## src/rtl/alu_control_seq.sv

```systemverilog
// rtl/alu_control_seq.sv - registered ALU control decode with valid/ready slot and mult/div busy interlock
module alu_control_seq #(
  parameter bit EXT_FUNC = 1'b1,
  parameter int MUL_LAT  = 4,
  parameter int DIV_LAT  = 32
) (
  input  logic       clk,
  input  logic       rst_n,
  input  logic       in_valid,
  output logic       in_ready,
  input  logic [1:0] alu_op,
  input  logic [5:0] func_code,
  output logic       out_valid,
  input  logic       out_ready,
  output logic [3:0] alu_ctl,
  output logic       out_illegal,
  output logic       out_md,
  output logic       out_hilo,
  output logic       out_hi_sel,
  output logic       md_start,
  output logic [1:0] md_op,
  output logic       md_busy,
  output logic       md_done
);

  localparam int MAX_LAT = (MUL_LAT > DIV_LAT) ? MUL_LAT : DIV_LAT;
  localparam int CW = $clog2(MAX_LAT) + 1;
  localparam logic [CW-1:0] MUL_LOAD = CW'(MUL_LAT - 1);
  localparam logic [CW-1:0] DIV_LOAD = CW'(DIV_LAT - 1);

  typedef enum logic {S_IDLE, S_BUSY} state_e;

  state_e        state_q, state_d;
  logic [CW-1:0] cnt_q, cnt_d;
  logic          out_valid_q, out_valid_d;
  logic [3:0]    alu_ctl_q, alu_ctl_d;
  logic          ill_q, ill_d;
  logic          md_q, md_d;
  logic          hilo_q, hilo_d;
  logic          hi_q, hi_d;
  logic          md_start_q, md_start_d;
  logic [1:0]    md_op_q, md_op_d;
  logic          md_done_q, md_done_d;

  logic [3:0] dec_ctl;
  logic       dec_ill, dec_md, dec_hilo, dec_hi;
  logic       slot_free, hazard, accept;

  always_comb begin
    dec_ctl  = 4'b1111;
    dec_ill  = 1'b0;
    dec_md   = 1'b0;
    dec_hilo = 1'b0;
    dec_hi   = 1'b0;
    case (alu_op)
      2'b00: dec_ctl = 4'b0010;
      2'b01: dec_ctl = 4'b0110;
      2'b11: dec_ill = 1'b1;
      default: begin
        case (func_code)
          6'b100000: dec_ctl = 4'b0010;
          6'b100010: dec_ctl = 4'b0110;
          6'b100100: dec_ctl = 4'b0000;
          6'b100101: dec_ctl = 4'b0001;
          6'b101010: dec_ctl = 4'b0111;
          // Extended set collapses to the illegal encoding when disabled.
          6'b100001: begin dec_ctl = EXT_FUNC ? 4'b0010 : 4'b1111; dec_ill = !EXT_FUNC; end
          6'b100011: begin dec_ctl = EXT_FUNC ? 4'b0110 : 4'b1111; dec_ill = !EXT_FUNC; end
          6'b100110: begin dec_ctl = EXT_FUNC ? 4'b0011 : 4'b1111; dec_ill = !EXT_FUNC; end
          6'b100111: begin dec_ctl = EXT_FUNC ? 4'b1100 : 4'b1111; dec_ill = !EXT_FUNC; end
          6'b101011: begin dec_ctl = EXT_FUNC ? 4'b1000 : 4'b1111; dec_ill = !EXT_FUNC; end
          6'b011000, 6'b011001, 6'b011010, 6'b011011: dec_md = 1'b1;
          6'b010000: begin dec_ctl = 4'b1110; dec_hilo = 1'b1; dec_hi = 1'b1; end
          6'b010010: begin dec_ctl = 4'b1110; dec_hilo = 1'b1; end
          default:   dec_ill = 1'b1;
        endcase
      end
    endcase
  end

  assign slot_free = !out_valid_q || out_ready;
  assign hazard    = dec_md || dec_hilo;
  assign in_ready  = slot_free && !((state_q == S_BUSY) && hazard);
  assign accept    = in_valid && in_ready;

  always_comb begin
    state_d     = state_q;
    cnt_d       = cnt_q;
    out_valid_d = out_valid_q;
    alu_ctl_d   = alu_ctl_q;
    ill_d       = ill_q;
    md_d        = md_q;
    hilo_d      = hilo_q;
    hi_d        = hi_q;
    md_start_d  = 1'b0;
    md_op_d     = md_op_q;
    md_done_d   = 1'b0;
    if (slot_free) begin
      out_valid_d = accept;
      if (accept) begin
        alu_ctl_d = dec_ctl;
        ill_d     = dec_ill;
        md_d      = dec_md;
        hilo_d    = dec_hilo;
        hi_d      = dec_hi;
      end
    end
    // The counter only loads from IDLE, so it can never wrap mid-operation.
    case (state_q)
      S_IDLE: begin
        if (accept && dec_md) begin
          state_d    = S_BUSY;
          cnt_d      = func_code[1] ? DIV_LOAD : MUL_LOAD;
          md_start_d = 1'b1;
          md_op_d    = func_code[1:0];
        end
      end
      default: begin
        if (cnt_q != '0) begin
          cnt_d = cnt_q - 1'b1;
        end else begin
          state_d   = S_IDLE;
          md_done_d = 1'b1;
        end
      end
    endcase
  end

  always_ff @(posedge clk or negedge rst_n) begin
    if (!rst_n) begin
      state_q     <= S_IDLE;
      cnt_q       <= '0;
      out_valid_q <= 1'b0;
      alu_ctl_q   <= 4'b0000;
      ill_q       <= 1'b0;
      md_q        <= 1'b0;
      hilo_q      <= 1'b0;
      hi_q        <= 1'b0;
      md_start_q  <= 1'b0;
      md_op_q     <= 2'b00;
      md_done_q   <= 1'b0;
    end else begin
      state_q     <= state_d;
      cnt_q       <= cnt_d;
      out_valid_q <= out_valid_d;
      alu_ctl_q   <= alu_ctl_d;
      ill_q       <= ill_d;
      md_q        <= md_d;
      hilo_q      <= hilo_d;
      hi_q        <= hi_d;
      md_start_q  <= md_start_d;
      md_op_q     <= md_op_d;
      md_done_q   <= md_done_d;
    end
  end

  assign out_valid   = out_valid_q;
  assign alu_ctl     = alu_ctl_q;
  assign out_illegal = ill_q;
  assign out_md      = md_q;
  assign out_hilo    = hilo_q;
  assign out_hi_sel  = hi_q;
  assign md_start    = md_start_q;
  assign md_op       = md_op_q;
  assign md_busy     = (state_q == S_BUSY);
  assign md_done     = md_done_q;

endmodule

```

## config.mk

```make
export PLATFORM = sky130hd
export DESIGN_NAME = alu_control_seq
export DESIGN_NICKNAME = d
export VERILOG_FILES = /design/src/rtl/alu_control_seq.sv
export SDC_FILE = /design/constraint.sdc
export NUM_CORES = 1
export LEC_CHECK = 0
export CAP_MARGIN = 40
export CORE_MARGIN = 1.5
export CORE_UTILIZATION = 52
export DETAILED_ROUTE_END_ITERATION = 10
export PLACE_DENSITY_LB_ADDON = 0.12
export SETUP_SLACK_MARGIN = 0.05
export SLEW_MARGIN = 20
export SYNTH_ARGS = -nofsm -noshare
export SYNTH_HDL_FRONTEND = slang
export SYNTH_SLANG_ARGS = --single-unit
export TNS_END_PERCENT = 50
```

## constraint.sdc

```tcl
create_clock -name clk -period 3.05 [get_ports clk]
set_input_delay 0.305 -clock clk [delete_from_list [all_inputs] [get_ports clk]]
set_output_delay 0.305 -clock clk [all_outputs]
set_load 0.01 [all_outputs]
```

# Word-level counts from Yosys, hierarchy flattened
# Index checks and enable logic that the tools add are counted.
dict set report totals {
  regBits 20
  latch_bits 0
  ram_bits 0
  romBits 0
  in_bits 12
  output_inout_bits 15
  wordCells 73
  memories 0
}
dict set report op_classes {
  addsub 1
  n_mul 0
  div 0
  magnitude_cmp 0
  eq_ne 19
  n_shift 0
  mux 20
  n_bitwise 1
  n_reduce_logical 21
}
# operator n
set op_table {}
lappend op_table {{$eq 6x6->1 const B} 10}
lappend op_table {{$eq 6x5->1 const B} 6}
lappend op_table {{$pmux 4 s9} 1}
lappend op_table {{$mux 6} 3}
lappend op_table {{$reduce_or 16->1} 1}
lappend op_table {{$mux 1} 13}
lappend op_table {{$pmux 4 s3} 1}
lappend op_table {{$reduce_or 2->1} 4}
lappend op_table {{$reduce_and 2->1} 3}
lappend op_table {{$reduce_bool 6->1} 1}
lappend op_table {{$sub 6x1->6 const B} 1}
lappend op_table {{$mux 5} 1}
lappend op_table {{$logic_and 1x1->1} 4}
lappend op_table {{$reduce_or 4->1} 1}
lappend op_table {{$reduce_or 3->1} 1}
lappend op_table {{$eq 2x1->1 const B} 1}
lappend op_table {{$eq 2x2->1 const B} 1}
lappend op_table {{$logic_not 1->1} 2}
lappend op_table {{$logic_not 2->1} 1}
lappend op_table {{$logic_or 1x1->1} 2}
lappend op_table {{$ne 2x1->1 const B} 1}
lappend op_table {{$pmux 1 s2} 1}
lappend op_table {{$reduce_bool 2->1} 1}
lappend op_table {{$not 1->1} 1}

# Depth between registers and ports, before layout
# Gate-level depths: netlist of the first run.
dict set report logic_depth {
  depth_word 12
  mapped_depth 7
}

# Worst setup path after synthesis of the first run
# OpenSTA, ideal clock, no wires.
dict set report synth_path {
  kind {flip-flop to flip-flop}
  startpoint {register cnt_q[0]}
  endpoint {register cnt_q[1]}
  setup_time_ns 0.073
  arrival_ns 1.720
  required_ns 2.977
  slack_ns 1.257
  stages_incl_launch_ff 8
  n_path_buf 1
  synth_period_minus_slack_ns 1.793
  path_cell_list {dfrtp_1 > inv_1 > ha_1 > or3b_4 > or3_1 > buf_6 > mux2i_1 > a2bb2oi_2}
}
dict set report synth_via {
  elab_chain_cells 3
  word_cells_on_any_way 6
  cone_classes {1 x add/sub; 1 x eq/ne; 2 x mux; 2 x reduce/logical}
}
# element line
set synth_lines {}
lappend synth_lines {{start, declared} 34} ;# logic [CW-1:0] cnt_q, cnt_d;
lappend synth_lines {{start signal, assigned} 144} ;# cnt_q <= cnt_d;
lappend synth_lines {{$sub 6x1->6 or $reduce_bool 6->1 (tied branches)} {120, 119}}
lappend synth_lines {{$mux 6 or $ne 2x1->1 (tied branches)} n/a}
lappend synth_lines {{$mux 6 or $reduce_and 2->1 (tied branches)} n/a}
# Several ways; a longest one is shown, not always the timed one. The select of a mux whose other input is x is not followed.
# A chain may end at the register's enable or synchronous reset.

# Worst setup path after layout of the first run
dict set report layout_path {
  startpoint {input func_code[3]}
  endpoint {output in_ready}
}
dict set report layout_via {
  elab_chain_cells 8
  word_cells_on_any_way 16
  cone_classes {6 x eq/ne; 4 x mux; 6 x reduce/logical}
}
# element line
set layout_lines {}
lappend layout_lines {{start, declared} 12} ;# input logic [5:0] func_code,
lappend layout_lines {{$eq 6x5->1} 60} ;# case (func_code)
lappend layout_lines {{$reduce_or 4->1 or $reduce_or 2->1 (tied branches)} n/a}
lappend layout_lines {{$mux 1} 60}
lappend layout_lines {{$mux 1} 55} ;# case (alu_op)
lappend layout_lines {{$logic_or 1x1->1 *} 82} ;# assign hazard = dec_md || dec_hilo;
lappend layout_lines {{$logic_and 1x1->1 *} 83} ;# assign in_ready = slot_free && !((state_q == S_BUSY) && hazard);
lappend layout_lines {{$logic_not 1->1 *} 83}
lappend layout_lines {{$logic_and 1x1->1 *} 83}
lappend layout_lines {{end, declared} 10} ;# output logic in_ready,
# Mark *: on every way between the ends. The rest lies on a longest branch, timed or not.

==> results of run 1 <==
-- power by group through the flow --
stage | registers, mW | logic (mW) | clock network, mW
floorplan | 0.293 | 0.0373 | 0
global placement | 0.287 | 0.0955 | 0
detailed placement | 0.288 | 0.0997 | 0
CTS | 0.283 | 0.100 | 0.132
global route | 0.285 | 0.108 | 0.143
finish | 0.283 | 0.0998 | 0.134
-- worst max path at each step --
stage / start / end / depth (start not counted)
final: func_code[3] / in_ready / 4
after global routing: func_code[3] / in_ready / 4
after CTS: func_code[3] / in_ready / 4
after detailed placement: func_code[2] / alu_ctl[0]$_DFFE_PN0P_ / 5
after global placement: func_code[3] / in_ready / 4
after floorplan: cnt_q[0]$_DFFE_PN0P_ / cnt_q[1]$_DFFE_PN0P_ / 7
-- area by class of cell --
cell class              count  area [µm²]
repair buffers             27       275.3
flip-flops and latches     20       500.5
inverters                   6       22.52
clock buffers               3       22.52
multi-input cells          91       563.0
fillers                   161       584.3
well taps                  27       33.78
-- stage by stage --
| step | util, % | instance area, µm² | std cells | worst slack (ps) |
|---|---|---|---|---|
| finish | 70.81 | 1418 | 174 | 790.6 |
| CTS | 70.81 | 1418 | 174 | 816.4 |
| detailed placement | 69.69 | 1395 | 171 | 782.3 |
| global route | 70.81 | 1418 | 174 | 693.1 |
| floorplan | - | 1117 | 123 | 1257 |
| global placement | 68.94 | 1380 | 170 | 854.6 |
-- metal layers --
layer / wire [µm] / share of wire (%) / global-route usage, %
met5: 0 / 0 / 0
met4: 65 / 2.5 / 10.95
met3: 148 / 5.7 / 3.988
met2: 1176 / 45 / 33.33
met1: 1211 / 47 / 32.01
-- logic make-up after synthesis --
| family | Yosys count | synth area share (%) |
|---|---|---|
| and+or+nand+nor | 51 | 24.30 |
| buffers and inverters | 12 | 4.814 |
| xor gates and xnor gates | 2 | 1.568 |
| AOI/OAI and AO/OA | 34 | 20.49 |
| adders and majority gates | 1 | 1.120 |
| muxes | 3 | 2.911 |
| DFF | 20 | 44.79 |
-- cells in the final DEF, fill, tap and decap left out, types with 3 or more instances in the layout --
cell type	instances
nor2_1	8
o21ai_0	10
nor2b_1	4
nand2_1	18
dfrtp_1	20
clkbuf_4	3
clkdlybuf4s50_1	26
inv_1	6
nand2b_1	8
a21oi_1	6
==> flow_summary.ini, run 1 <==
[job]
drv_cap = 0

[yosys]
synthFlopType = dfrtp_1
ys_types = 39
synth_area_leader_cell = dfrtp_1
postSynthCellCount = 123
async_flop_share_pct = 100.0
avgSynthCellArea_um2 = 9.084
yosysSeqAreaShare_pct = 44.79
synth_top_cell_area_share_pct = 44.79
synth_edf_count = 0
yosys-top-cells-area = dfrtp_1 45%, nand2_1 6.0%, nand2b_1 4.5%
yosys-top-cells-count = 20 x dfrtp_1, 18 x nand2_1, 10 x o21ai_0
synth_seq_cells = 20
synth_nets = 136
yosysMostFrequentCell = dfrtp_1
syn_area_um2 = 1117
yosys_warnings = 0

[clocking]
cts-resized-gates = 0
tritoncts = built
clkTransAtPathRegs_ps = 120
clk_path_buf_depth = 2
ctsHtreeMaxLevel = 1
hold_buffers = 0
numCtsBuffers = 3
clockRootBuffer = clkbuf_4
clkSinkCount = 20
insertion_delay_ps = 320
cts_setup_buffers = 0

[power]
internal_power_uw = 375.4
ir_drop_mv = 0.2924
leakage_nw = 0.6043
p_clk_share_pct = 25.9
pwr-share-comb_pct = 19.3
seqPwrFrac_pct = 54.8
powerDensity_nw_per_um2 = 364.5
finalPower_uw = 516.7
switching_share_pct = 27.34
switchingPower_uw = 141.3

[global_routing]
grt_pass1_vias = 936
grt_max_degree = 16
gr-usage-all-layers_pct = 22.62
grt_pass1_wl_um = 4222
antenna_found_initial = 0
grt.overflow.total = 0

[routing]
routed_wl_um = 2601
drc = 0
routed-via-count = 1018
ant_nets = 0
drt_pass1_iterations = 4
wl_per_cell_um = 14.95
vias_per_cell = 5.851
first_iter_violations = 24

[finish]
drive_gt1_share_pct = 7.483
top_register = cnt_q
diodes = 0
area_growth_syn_to_layout_pct = 26.88
largest_reg_flops = 6
layout.nets = 162

[floorplanning]
initial_utilization_pct = 55.81
rows = 16
core-area_um2 = 2002
die_w_um = 49.36
dieArea_um2 = 2436
die_h_um = 49.36
pin_count = 27

[timing]
slew_headroom_pct = 63.83
fmax_mhz = 442.6
hold_violations = 0
tns_ps = 0
hold_slack_ps = 232.1
setup_viol = 0
finClkSkew_ps = 6.226
worst_slew_pin_slew_ps = 542.6
min_period_ps = 2259
rsz0062_at_grt = no
finalCritPeriodShare_pct = 74.08
final_max_slew_viol_count = 0

[setup_path]
crit_required_ps = 2740
endpoint_kind = output port
r2r-end = cnt_q[1]$_DFFE_PN0P_
cp_slowest_cell = clkdlybuf4s50_1
path_cells = clkdlybuf4s50_1 -> nand2b_1 -> a31oi_1 -> clkdlybuf4s50_1
critPathBufInv = 2
path_max_fanout = 12
crit_family = buffers and inverters
reg2reg_setup_slack_ps = 1070
slowest_delay_ps = 610
reg2reg_depth = 6
r2r-start = cnt_q[0]$_DFFE_PN0P_
crit_path_start_kind = primary input
worstSetupPathType = in2out
path_common_cell = clkdlybuf4s50_1
cp_data_arrival_time_ps = 1950

[outcome]
status = finished, final reports clean

[worst_hold_path]
hold_path.class = in2async

[place]
gp_congestion = 0.8192
place_hpwl_um = 1887
io_buffers = 26
No activity file was read; power rests on OpenSTA's default activity.
==> run 2: changes to the inputs <==
--- a/config.mk
+++ b/config.mk
@@ -7,7 +7,7 @@
 export LEC_CHECK = 0
 export CAP_MARGIN = 40
 export CORE_MARGIN = 1.5
-export CORE_UTILIZATION = 52
+export CORE_UTILIZATION = 48
 export DETAILED_ROUTE_END_ITERATION = 10
 export PLACE_DENSITY_LB_ADDON = 0.12
 export SETUP_SLACK_MARGIN = 0.05
==> constraint.sdc (replaced) <==
create_clock -name clk -period 2.3 [get_ports clk]
set_input_delay 0.23 -clock clk [delete_from_list [all_inputs] [get_ports clk]]
set_output_delay 0.23 -clock clk [all_outputs]
set_load 0.01 [all_outputs]
==> run 2 against run 1 <==
Effect of this change: clock skew increased by 0.58 ps; sequential cell count unchanged; highest routed layer unchanged; critical path depth unchanged; clock power increased by 22%; final area increased by 1.1%; worst hold slack improved by 22 ps; utilization decreased by 6.0 points; global-route usage decreased by 0.79 points; via count decreased by 1.3%; largest power group unchanged; first-iteration DRC count decreased by 25%; worst setup slack got worse by 490 ps; sequential power increased by 33%.
==> flow_summary.ini, run 2 (synthesized netlist as in run 1, its figures left out) <==
[place]
io_buffers = 26
dpl_cell_area_um2 = 1411
gp_congestion = 0.8174
place_hpwl_um = 1778

[routing]
drc = 0
routed-via-count = 1005
drt_pass1_iterations = 4
wl_per_cell_um = 14.00
routed_wl_um = 2492
first_iter_violations = 18
vias_per_cell = 5.646
ant_nets = 0

[setup_path]
slowest_delay_ps = 590
cp_slowest_cell = clkdlybuf4s50_1
cp_data_arrival_time_ps = 1770
r2r-start = cnt_q[0]$_DFFE_PN0P_
crit_path_start_kind = primary input
worstSetupPathType = in2out
crit_start = alu_op[0]
crit_required_ps = 2070
crit_family = buffers and inverters
endpoint_kind = output port
path_common_cell = clkdlybuf4s50_1
path_max_fanout = 6
critPathBufInv = 2
path_cells = clkdlybuf4s50_1 -> and3b_1 -> a31oi_1 -> clkdlybuf4s50_1

[job]
drv_cap = 0

[clocking]
cts-resized-gates = 0
clockRootBuffer = clkbuf_4
clkSinkCount = 20
numCtsBuffers = 3
insertion_delay_ps = 290
clk_path_buf_depth = 2
hold_buffers = 0
clkTransAtPathRegs_ps = 110
cts_setup_buffers = 0
tritoncts = built
ctsHtreeMaxLevel = 1

[outcome]
status = finished, final reports clean

[timing]
min_period_ps = 2004
rsz0062_at_grt = no
finalCritPeriodShare_pct = 87.12
slew_headroom_pct = 62.92
final_max_slew_viol_count = 0
setup_viol = 0
hold_slack_ps = 254.2
fmax_mhz = 499.0
worst_slew_pin_slew_ps = 556.3
finClkSkew_ps = 6.804
tns_ps = 0
hold_violations = 0

[finish]
top_register = cnt_q
layout.nets = 165
diodes = 0
finalInstanceArea_um2 = 1434
multi_input_area_um2 = 563.0
seq_area_um2 = 500.5
largest_reg_flops = 6
area_growth_syn_to_layout_pct = 28.33
final_cell_mix = 26 x clkdlybuf4s50_1, 20 x dfrtp_1, 18 x nand2_1
final_common_cell = clkdlybuf4s50_1
drive_gt1_share_pct = 9.333
fillers = 187

[floorplanning]
pin_count = 27
initial_utilization_pct = 50.51
die_w_um = 51.25
rows = 17
dieArea_um2 = 2626
die_h_um = 51.25
core-area_um2 = 2212

[power]
powerDensity_nw_per_um2 = 468.6
leakage_nw = 0.6155
ir_drop_mv = 0.3547

[global_routing]
grt_pass1_wl_um = 4319
grt_pass1_vias = 959
antenna_found_initial = 0
gr-usage-all-layers_pct = 21.83
grt_max_degree = 21
grt.overflow.total = 0

[worst_hold_path]
hold_path.class = in2async
==> run 2: where the power goes <==
group / switching (mW) / leakage, nW / internal (mW)
Clock: 0.103 / 0.0138 / 0.0609
Combinational: 0.0620 / 0.350 / 0.0709
Sequential: 0.00830 / 0.252 / 0.367
==> run 2: final timing paths <==
kind	to	slack (ps)	cells after the start
setup / recovery	in_ready	300	4
setup reg to reg	cnt_q[1]$_DFFE_PN0P_	320	6
hold / removal	cnt_q[1]$_DFFE_PN0P_	250	2
min in group clk	alu_ctl[1]$_DFFE_PN0P_	490	2
hold reg to reg	alu_ctl[1]$_DFFE_PN0P_	490	2
max in group asynchronous	alu_ctl[0]$_DFFE_PN0P_	1830	2
==> run 2: metal layers <==
| metal | routed length [µm] | GRT usage, % |
|---|---|---|
| met1 | 1251 | 32.40 |
| met2 | 1086 | 31.82 |
| met3 | 137 | 3.801 |
| met4 | 16 | 7.895 |
| met5 | 0 | 0 |
==> run 2: cell type report <==
class                           count  area share, %
Tap cell                           28          2.443
Clock buffer                        3          1.571
Inverter                            6          1.571
Multi-Input combinational cell     91          39.27
Sequential cell                    20          34.90
Timing Repair Buffer               30          20.24
==> run 2: metrics by stage <==
| stage | setup slack (ps) | util, % | cells | total power [mW] |
|---|---|---|---|---|
| 2_1_floorplan | 506.6 | - | 123 | 0.4381 |
| 4_1_cts | 303.5 | 64.82 | 178 | 0.6749 |
| 3_3_place_gp | 212.9 | 63.80 | 175 | 0.5121 |
| 3_5_place_dp | 135.1 | 63.80 | 175 | 0.5131 |
| 6_report | 296.1 | 64.82 | 178 | 0.6719 |
| 5_1_grt | 227.3 | 64.82 | 178 | 0.7012 |
